## src/rtl/ps2_pkg.sv

```systemverilog
// Shared PS/2 definitions used by the host transmitter and the mouse receiver:
// transmitter state encoding, frame length, command bytes and frame packing.
package ps2_pkg;

   typedef enum logic [2:0] {
      IDLE     = 3'd0,
      INHIBIT  = 3'd1,
      START    = 3'd2,
      SHIFT    = 3'd3,
      ACK      = 3'd4,
      WAITIDLE = 3'd5
   } ps2_state_t;

   // Data-phase bits clocked out after the start bit: d0..d7, parity, stop.
   localparam int PS2_FRAME_BITS = 10;

   localparam logic [7:0] PS2_CMD_RESET  = 8'hFF;
   localparam logic [7:0] PS2_CMD_ENABLE = 8'hF4;

   // {stop, odd parity, data} with d0 at the LSB, ready to shift out right.
   function automatic logic [PS2_FRAME_BITS-1:0] ps2_tx_frame(input logic [7:0] d);
      return {1'b1, ~^d, d};
   endfunction

endpackage

```

## src/rtl/ps2_line_sync.sv

```systemverilog
// Two-flop synchroniser for one PS/2 pin plus a previous-level register that
// yields a single-cycle falling-edge strobe.
module ps2_line_sync (
   input  logic clk_sys,
   input  logic reset,
   input  logic i_pin,
   output logic o_level,
   output logic o_fall
);

   logic r_meta;
   logic r_sync;
   logic r_prev;

   // Reset to the idle (released, pulled-up) level so reset exit never fakes an edge.
   always_ff @(posedge clk_sys) begin
      if (reset) begin
         r_meta <= 1'b1;
         r_sync <= 1'b1;
         r_prev <= 1'b1;
      end else begin
         r_meta <= i_pin;
         r_sync <= r_meta;
         r_prev <= r_sync;
      end
   end

   assign o_level = r_sync;
   assign o_fall  = r_prev & ~r_sync;

endmodule

```

## src/rtl/ps2_host_tx.sv

```systemverilog
// Host-to-device PS/2 command transmitter driving open-collector pull-low enables.
// Optional watchdog on device clock edges: define PS2_TX_TIMEOUT_EN.
module ps2_host_tx
   import ps2_pkg::*;
#(
   parameter int INHIBIT_CYC = 9600,
   parameter int TIMEOUT_CYC = 1440000
) (
   input  logic       clk_sys,
   input  logic       reset,
   input  logic [7:0] tx_data,
   input  logic       tx_req,
   output logic       busy,
   output logic       done,
   output logic       error,
   output logic       rx_inhibit,
   input  logic       ps2_clk_in,
   input  logic       ps2_data_in,
   output logic       ps2_clk_oe,
   output logic       ps2_data_oe,
   output ps2_state_t o_dbg_state
);

   localparam int INH_W = $clog2(INHIBIT_CYC + 1);

   ps2_state_t                r_state;
   ps2_state_t                w_next;
   logic [PS2_FRAME_BITS-1:0] r_shreg;
   logic [3:0]                r_bit_cnt;
   logic [INH_W-1:0]          r_inh_cnt;
   logic                      r_data_oe;
   logic                      r_ok;
   logic                      r_done;
   logic                      r_error;

   logic w_clk_lvl;
   logic w_clk_fall;
   logic w_data_lvl;
   logic w_unused_data_fall;
   logic w_inh_last;
   logic w_last_bit;
   logic w_bus_idle;
   logic w_timeout;
   logic w_clk_oe;
   logic w_data_oe;

   ps2_line_sync u_clk_sync (
      .clk_sys (clk_sys),
      .reset   (reset),
      .i_pin   (ps2_clk_in),
      .o_level (w_clk_lvl),
      .o_fall  (w_clk_fall)
   );

   ps2_line_sync u_data_sync (
      .clk_sys (clk_sys),
      .reset   (reset),
      .i_pin   (ps2_data_in),
      .o_level (w_data_lvl),
      .o_fall  (w_unused_data_fall)
   );

   assign w_inh_last = (r_inh_cnt == INH_W'(INHIBIT_CYC - 1));
   assign w_last_bit = (r_bit_cnt == 4'(PS2_FRAME_BITS - 1));
   assign w_bus_idle = w_clk_lvl & w_data_lvl;

`ifdef PS2_TX_TIMEOUT_EN
   localparam int WD_W = $clog2(TIMEOUT_CYC + 1);

   logic [WD_W-1:0] r_wdog;
   logic            w_wd_active;

   assign w_wd_active = (r_state == START) || (r_state == SHIFT) ||
                        (r_state == ACK)   || (r_state == WAITIDLE);

   // Restarts on every device clock fall, so it bounds the gap between edges.
   always_ff @(posedge clk_sys) begin
      if (reset || !w_wd_active || w_clk_fall) begin
         r_wdog <= '0;
      end else begin
         r_wdog <= r_wdog + 1'b1;
      end
   end

   assign w_timeout = w_wd_active && !w_clk_fall && (r_wdog == WD_W'(TIMEOUT_CYC - 1));
`else
   logic w_unused_timeout;
   assign w_unused_timeout = (TIMEOUT_CYC == 0);
   assign w_timeout        = 1'b0;
`endif

   always_ff @(posedge clk_sys) begin
      if (reset) begin
         r_state <= IDLE;
      end else begin
         r_state <= w_next;
      end
   end

   always_comb begin
      w_next    = r_state;
      w_clk_oe  = 1'b0;
      w_data_oe = 1'b0;
      case (r_state)
         IDLE: begin
            if (tx_req) w_next = INHIBIT;
         end
         INHIBIT: begin
            w_clk_oe = 1'b1;
            if (w_inh_last) w_next = START;
         end
         START: begin
            w_clk_oe  = 1'b1;
            w_data_oe = 1'b1;
            w_next    = SHIFT;
         end
         SHIFT: begin
            w_data_oe = r_data_oe;
            if (w_clk_fall && w_last_bit) w_next = ACK;
         end
         ACK: begin
            if (w_clk_fall) w_next = WAITIDLE;
         end
         WAITIDLE: begin
            if (w_bus_idle) w_next = IDLE;
         end
         default: w_next = IDLE;
      endcase
      if (w_timeout) begin
         w_next    = IDLE;
         w_clk_oe  = 1'b0;
         w_data_oe = 1'b0;
      end
   end

   always_ff @(posedge clk_sys) begin
      if (reset) begin
         r_shreg   <= '0;
         r_bit_cnt <= '0;
         r_inh_cnt <= '0;
         r_data_oe <= 1'b0;
         r_ok      <= 1'b0;
         r_done    <= 1'b0;
         r_error   <= 1'b0;
      end else begin
         r_done  <= 1'b0;
         r_error <= 1'b0;
         case (r_state)
            IDLE: begin
               if (tx_req) begin
                  r_shreg   <= ps2_tx_frame(tx_data);
                  r_bit_cnt <= '0;
                  r_inh_cnt <= '0;
               end
            end
            INHIBIT: r_inh_cnt <= r_inh_cnt + 1'b1;
            // Start bit stays on the line until the device's first clock fall.
            START:   r_data_oe <= 1'b1;
            SHIFT: begin
               if (w_clk_fall) begin
                  r_data_oe <= ~r_shreg[0];
                  r_shreg   <= {1'b0, r_shreg[PS2_FRAME_BITS-1:1]};
                  r_bit_cnt <= r_bit_cnt + 1'b1;
               end
            end
            ACK: begin
               if (w_clk_fall) r_ok <= ~w_data_lvl;
            end
            WAITIDLE: begin
               if (w_bus_idle) begin
                  r_done  <= r_ok;
                  r_error <= ~r_ok;
               end
            end
            default: ;
         endcase
         if (w_timeout) begin
            r_done  <= 1'b0;
            r_error <= 1'b1;
         end
      end
   end

   assign busy        = (r_state != IDLE);
   assign rx_inhibit  = busy;
   assign done        = r_done;
   assign error       = r_error;
   assign ps2_clk_oe  = w_clk_oe;
   assign ps2_data_oe = w_data_oe;
   assign o_dbg_state = r_state;

endmodule

```

## config.mk

```make
export PLATFORM = sky130hd
export DESIGN_NAME = ps2_host_tx
export DESIGN_NICKNAME = d
export VERILOG_FILES = /design/src/rtl/ps2_pkg.sv /design/src/rtl/ps2_line_sync.sv /design/src/rtl/ps2_host_tx.sv
export SDC_FILE = /design/constraint.sdc
export NUM_CORES = 1
export LEC_CHECK = 0
export BUFFER_PORTS_ARGS = -buffer_cell sky130_fd_sc_hd__buf_2
export CAP_MARGIN = 20
export CORE_ASPECT_RATIO = 0.6
export CORE_MARGIN = 2
export CORE_UTILIZATION = 55
export DETAILED_ROUTE_END_ITERATION = 10
export PLACE_DENSITY = 0.78
export SLEW_MARGIN = 25
export SYNTH_ARGS = -nofsm -noshare
export SYNTH_HDL_FRONTEND = slang
export SYNTH_SLANG_ARGS = --single-unit
```

## constraint.sdc

```tcl
create_clock -name clk_sys -period 1.8 [get_ports clk_sys]
set_input_delay 0.36 -clock clk_sys [delete_from_list [all_inputs] [get_ports clk_sys]]
set_output_delay 0.36 -clock clk_sys [all_outputs]
set_load 0.05 [all_outputs]
```

* Word level (Yosys, flattened, before mapping)
Index checks and enable logic that the tools add are counted.
** Storage, ports and cells
- Register bits :: 40
- Bits in latches :: 0
- Bits in writable memories :: 0
- ROM bits :: 0
- Input bits :: 13
- Output and inout port bits :: 9
- Logic and storage cells :: 68
- Memories :: 0
** Operators by class
- Add/sub/neg operators :: 2
- Multiply operators :: 0
- Divide/modulo/power cells :: 0
- Order comparisons :: 0
- Equal/unequal tests :: 13
- Shifts and indexed selects :: 0
- Multiplexer cells :: 18
- Bitwise gates (word level) :: 8
- Reductions and logical operators :: 14
** Operators with widths (count)
- 14-bit case mux with 2 select lines :: 1
- 10-bit 2-to-1 mux :: 2
- 10-bit case mux with 2 select lines :: 1
- 3-bit case mux with 6 select lines :: 1
- 3-bit 2-to-1 mux :: 5
- 14-bit by 1-bit adder with 14-bit output (second input constant) :: 1
- 14-bit equality test (second input constant) :: 1
- 14-bit 2-to-1 mux :: 1
- 2-bit != test (second input constant) :: 6
- 4-bit 2-to-1 mux :: 2
- 4-bit case mux with 2 select lines :: 1
- 8-bit XNOR reduction :: 1
- 3-bit by 2-bit equality test with 1-bit output (second input constant) :: 2
- 3-bit equality test (second input constant) :: 2
- 1-bit inverter :: 6
- 2-bit AND reduction :: 3
- 2-bit nonzero test :: 3
- 5-bit AND reduction :: 1
- 4-bit by 1-bit adder with 4-bit output (second input constant) :: 1
- 4-bit equality test (second input constant) :: 1
- 1-bit case mux with 2 select lines :: 2
- 3-bit by 1-bit equality test with 1-bit output (second input constant) :: 1
- 3-bit logical NOT :: 1
- 3-bit AND reduction :: 1
- 6 further kinds :: 8

* Longest topological paths before layout
- Word-level depth :: 5
- Gate-level depth with buffers :: 7
- Mapped depth without buffers :: 7

* Hierarchy
Synthesis repeated with hierarchy kept, for this count alone.
** Unflattened totals
- Cells, all modules :: 239
- Area, all modules :: 2031.9 um^2
** Modules (own cells, without submodules)
- ps2_host_tx :: instances 1, cells an instance 225, area each 1861.8 um^2, sequential area each 700.7 um^2
- ps2_line_sync :: instances 2, cells an instance 7, area each 85.1 um^2, sequential area each 60.1 um^2

* Worst setup path after synthesis
Ideal clock, no wire load.
- Path type :: reg-to-reg
- Start :: reg r_state[2], in the netlist o_dbg_state[2]
- End :: reg r_state[1], in the netlist o_dbg_state[1]
- Setup time :: 70 ps
- Data arrival time :: 2215 ps
- Required time :: 1730 ps
- Path slack :: -485 ps
- Stages on the path, launching flop included :: 6
- Path buffers :: 1
- Clock period less this slack :: 2285 ps
- Cells stage by stage :: dfxtp_1 > clkbuf_1 > or3_1 > o211ai_1 > or4_1 > a21oi_1
** Between the ends
- Cells in the longest elaborated chain, start to end :: 3
- Elaborated cells between the ends (all ways) :: 13
- Classes of those cells :: 10 x eq/ne; 1 x mux; 2 x reduce/logical
** RTL lines
- from (decl) :: line ps2_host_tx.sv:26 : ps2_state_t r_state;
- from (signal assigned) :: line ps2_host_tx.sv:96 : r_state <= w_next;
- 3-bit by 2-bit equality test with 1-bit output (tied with other cells) :: line ps2_host_tx.sv:104 : case (r_state)
- 2-bit != test (no line)
- 5-bit AND reduction (no line)
Several ways; a longest one is shown, not always the timed one.
A chain may end at the register's enable or synchronous reset.

* Worst setup path after layout
- Start :: reg r_state[0], in the netlist o_dbg_state[0]
- End :: reg r_state[1], in the netlist o_dbg_state[1]
Same word-level chain as after synthesis.

==> impl_metrics.csv <==
group,metric,value,unit
route,wl,4555,microns
place,place.gp.congestion,0.8971,
synth,synth_nets,253,
critical_path,slowest_delay,500,ps
cells_and_area,layout-area-overhead-vs-synth,25.10,%
die,dieWidth,80.07,microns
synth,ys_seq_elements,40,
critical_path,worstSetupStartpointType,"flop",
sta,finalCritPeriodShare,103.7,%
power_and_ir_drop,irDropWorstVdd,0.8400,mV
critical_path,cp_data_required_time,2030,ps
cells_and_area,final_cell_mix,"dfxtp_1, nor2_1, nand2_1",
route,drtIter0Drc,130,
sta,skew,8.070,ps
route,antenna_left,0,
power_and_ir_drop,pwr-share-clk,22.4,%
critical_path,rr_worst_depth,6,
route,avgRoutedWirePerCell,14.06,microns
critical_path,slowest_stage,"or4_1",
clock_tree,insertion_delay,310,ps
synth,netlist.top_cell.by_area,"dfxtp_1",
flow_run,cap_violations,0,
grt,grt_max_degree,36,
route,dr.pass1.iters,5,
die,die_area,3974,sq um
sta,setup_violations,2,
synth,synth_cells,237,
critical_path,r2r-end,"o_dbg_state[1]",
cells_and_area,regArea,812.0,sq um
synth,async_flop_share,0,%
power_and_ir_drop,p_per_area,1431,nW/um^2
cells_and_area,finalNonFillerCells,324,
clock_tree,cts_tree,"yes",
cells_and_area,utilization,72.75,%
clock_tree,clk_pin_slew,80,ps
sta,hold_ws,235.8,ps
cells_and_area,final_common_cell,"dfxtp_1",
power_and_ir_drop,totalPowerFinal,3417,uW
critical_path,path_buf_inv,1,
critical_path,r2r-start,"o_dbg_state[0]",
clock_tree,cts.sinks,40,
place,pre_cts_slack,-2.663,ps
synth,synth-main-ff-cell,"dfxtp_1",
critical_path,path_delay_family,"simple AND/OR/NAND/NOR gates",
die,start_util,58.16,%
power_and_ir_drop,power_leakage,0.0009449,uW
worst_hold_path,hold_path_depth,2,
synth,synthTopCellsByArea,"dfxtp_1, nor2_1, nand2_1, a311oi_1, a21oi_1",
place,port_buffers,21,
clock_tree,numCtsBuffers,5,
power_and_ir_drop,internal-power,2002,uW
status,outcome,"finished with violations",
clock_tree,clockRootBuffer,"clkbuf_8",
grt,grt_pass1_wl,7141,microns
critical_path,worstSetupPathType,"reg2reg",
grt,grt-ovfl-total,0,
critical_path,crit_fanout,7,
synth,syn_avg_cell_area,8.056,sq um
cells_and_area,fill_cells,249,
cells_and_area,final_layout_size_suffix_gt1_share,28.32,%
sta,fmax,0.5359,GHz
power_and_ir_drop,switching_share,41.40,%
power_and_ir_drop,pwr-share-comb,44.7,%
clock_tree,cts_hold_buf,0,
critical_path,crit_path_cell_trace,"buf_4 > and3b_1 > o21ai_0 > o211ai_1 > or4_1 > a21oi_1",
route,drc,0,
sta,finalWorstSetupSlack,-66.09,ps
synth,synth_warnings,0,
critical_path,end_kind,"flop",
sta,relSlewSlack,60.28,%
synth,yosysTopAreaCellShare,41.94,%
status,violations,"negative setup slack",
clock_tree,clockBufferDepth,2,
worst_hold_path,min_path_type,"in2reg",
die,io_pins,22,
sta,min_period,1866,ps
power_and_ir_drop,seqPwrFrac,32.9,%
synth,synth_edf_count,0,
cells_and_area,antenna_cells,0,
sta,rsz0062_at_grt,"true",
route,route.vias.total,1842,
grt,grt_pass1_vias,1536,
die,die_y,49.64,microns
grt,antenna_found_initial,0,
die,rows,16,
clock_tree,htreeDepth,2,
place,dp_cells,312,
worst_hold_path,holdPathEnd,"u_data_sync.r_meta",
sta,drv_slew,0,
sta,finalHoldViolCount,0,
cells_and_area,nets,294,
route,viasPerCell,5.685,
synth,seq_area_frac_synth,41.94,%
worst_hold_path,hold_start,"ps2_data_in",
critical_path,startpoint,"o_dbg_state[0]",
die,coreArea,3283,sq um
grt,grt.total_usage,23.80,%
synth,syn-cell-area,1909,sq um
power_and_ir_drop,power_switching,1415,uW
critical_path,r2r_slack,-70,ps
place,post-dp-hpwl,3197,microns
cells_and_area,multi_input_area,1071,sq um
synth,synth_cell_types,38,
sta,worst_pin_slew,595.8,ps
critical_path,arrival,2100,ps
## power by group through the flow
stage	Sequential [uW]	Combinational (uW)	Clock, uW
2_1_floorplan	1190	969	0
3_3_place_gp	1140	1400	0
4_1_cts	1130	1430	781
6_report	1120	1530	765
5_1_grt	1130	1650	814
3_5_place_dp	1150	1420	0
## timing repair
action	in CTS	in global routing
gates resized for setup	2	8
endpoints found under the setup margin	1	6
buffers inserted	0	4
cloned	0	0
pin swaps	0	4
## stage by stage
stage	TNS [ps]	cell area, sq um
after detailed placement	-2.663	2202
after floorplan	-44.70	1931
after global routing	-230.5	2389
after global placement	0	2202
final	-69.90	2389
after CTS	0	2327
## final cells by class
type / instances / area share [%]
clock buffers: 5 / 2.881
clock inverters: 3 / 1.938
multi-input cells: 177 / 44.84
flip-flops and latches: 40 / 34.00
repair buffers: 49 / 13.20
inverters: 5 / 0.7858
well taps: 45 / 2.357
## cell usage after synthesis (all sizes together), types with 3 or more instances
library cell and number:
dfxtp 40, nor2 37, nand2 29, a21oi 17, a311oi 12, o21ai 9, buf 8, nand3 8
xnor2 8, clkbuf 7, nor3 7, inv 5, or2 5, nand3b 4, or3 4, ha 3
nand4 3
## worst max path at each step
stage / endpoint / depth (start not counted)
floorplan: o_dbg_state[1] / 6
global placement: r_inh_cnt[7] / 4
detailed placement: r_inh_cnt[13] / 5
CTS: r_inh_cnt[9] / 4
global route: o_dbg_state[1] / 6
finish: o_dbg_state[1] / 6
## flip-flops by register name, summed over array words and instances, names as in the netlist
name                 cells
u_data_sync.r_meta       1
u_clk_sync.o_level       1
r_shreg                 10
u_data_sync.o_level      1
u_clk_sync.r_meta        1
r_data_oe                1
u_clk_sync.r_prev        1
r_ok                     1
r_bit_cnt                4
done                     1
r_inh_cnt               14
error                    1
o_dbg_state              3
## metal layers
layer  up-vias  wire length [microns]  global-route usage (%)
li1        920                      -                       -
met1       851                   2270                   35.69
met2        62                   1880                   31.67
met3         9                    325                   6.777
met4         0                     78                   9.322
met5         -                      0                       0
## logic make-up (layout without fill, tap and decap cells)
group,after synthesis,count (layout),synth area share [%]
muxes,2,2,1.179
buffers and inverters,20,62,4.587
DFF,40,40,41.94
adders and majority gates,3,3,1.966
xor gates and xnor gates,10,10,4.587
AOI/OAI and AO/OA,48,48,16.51
and+or+nand+nor,114,114,29.23
(Power assumes the default switching activity.)
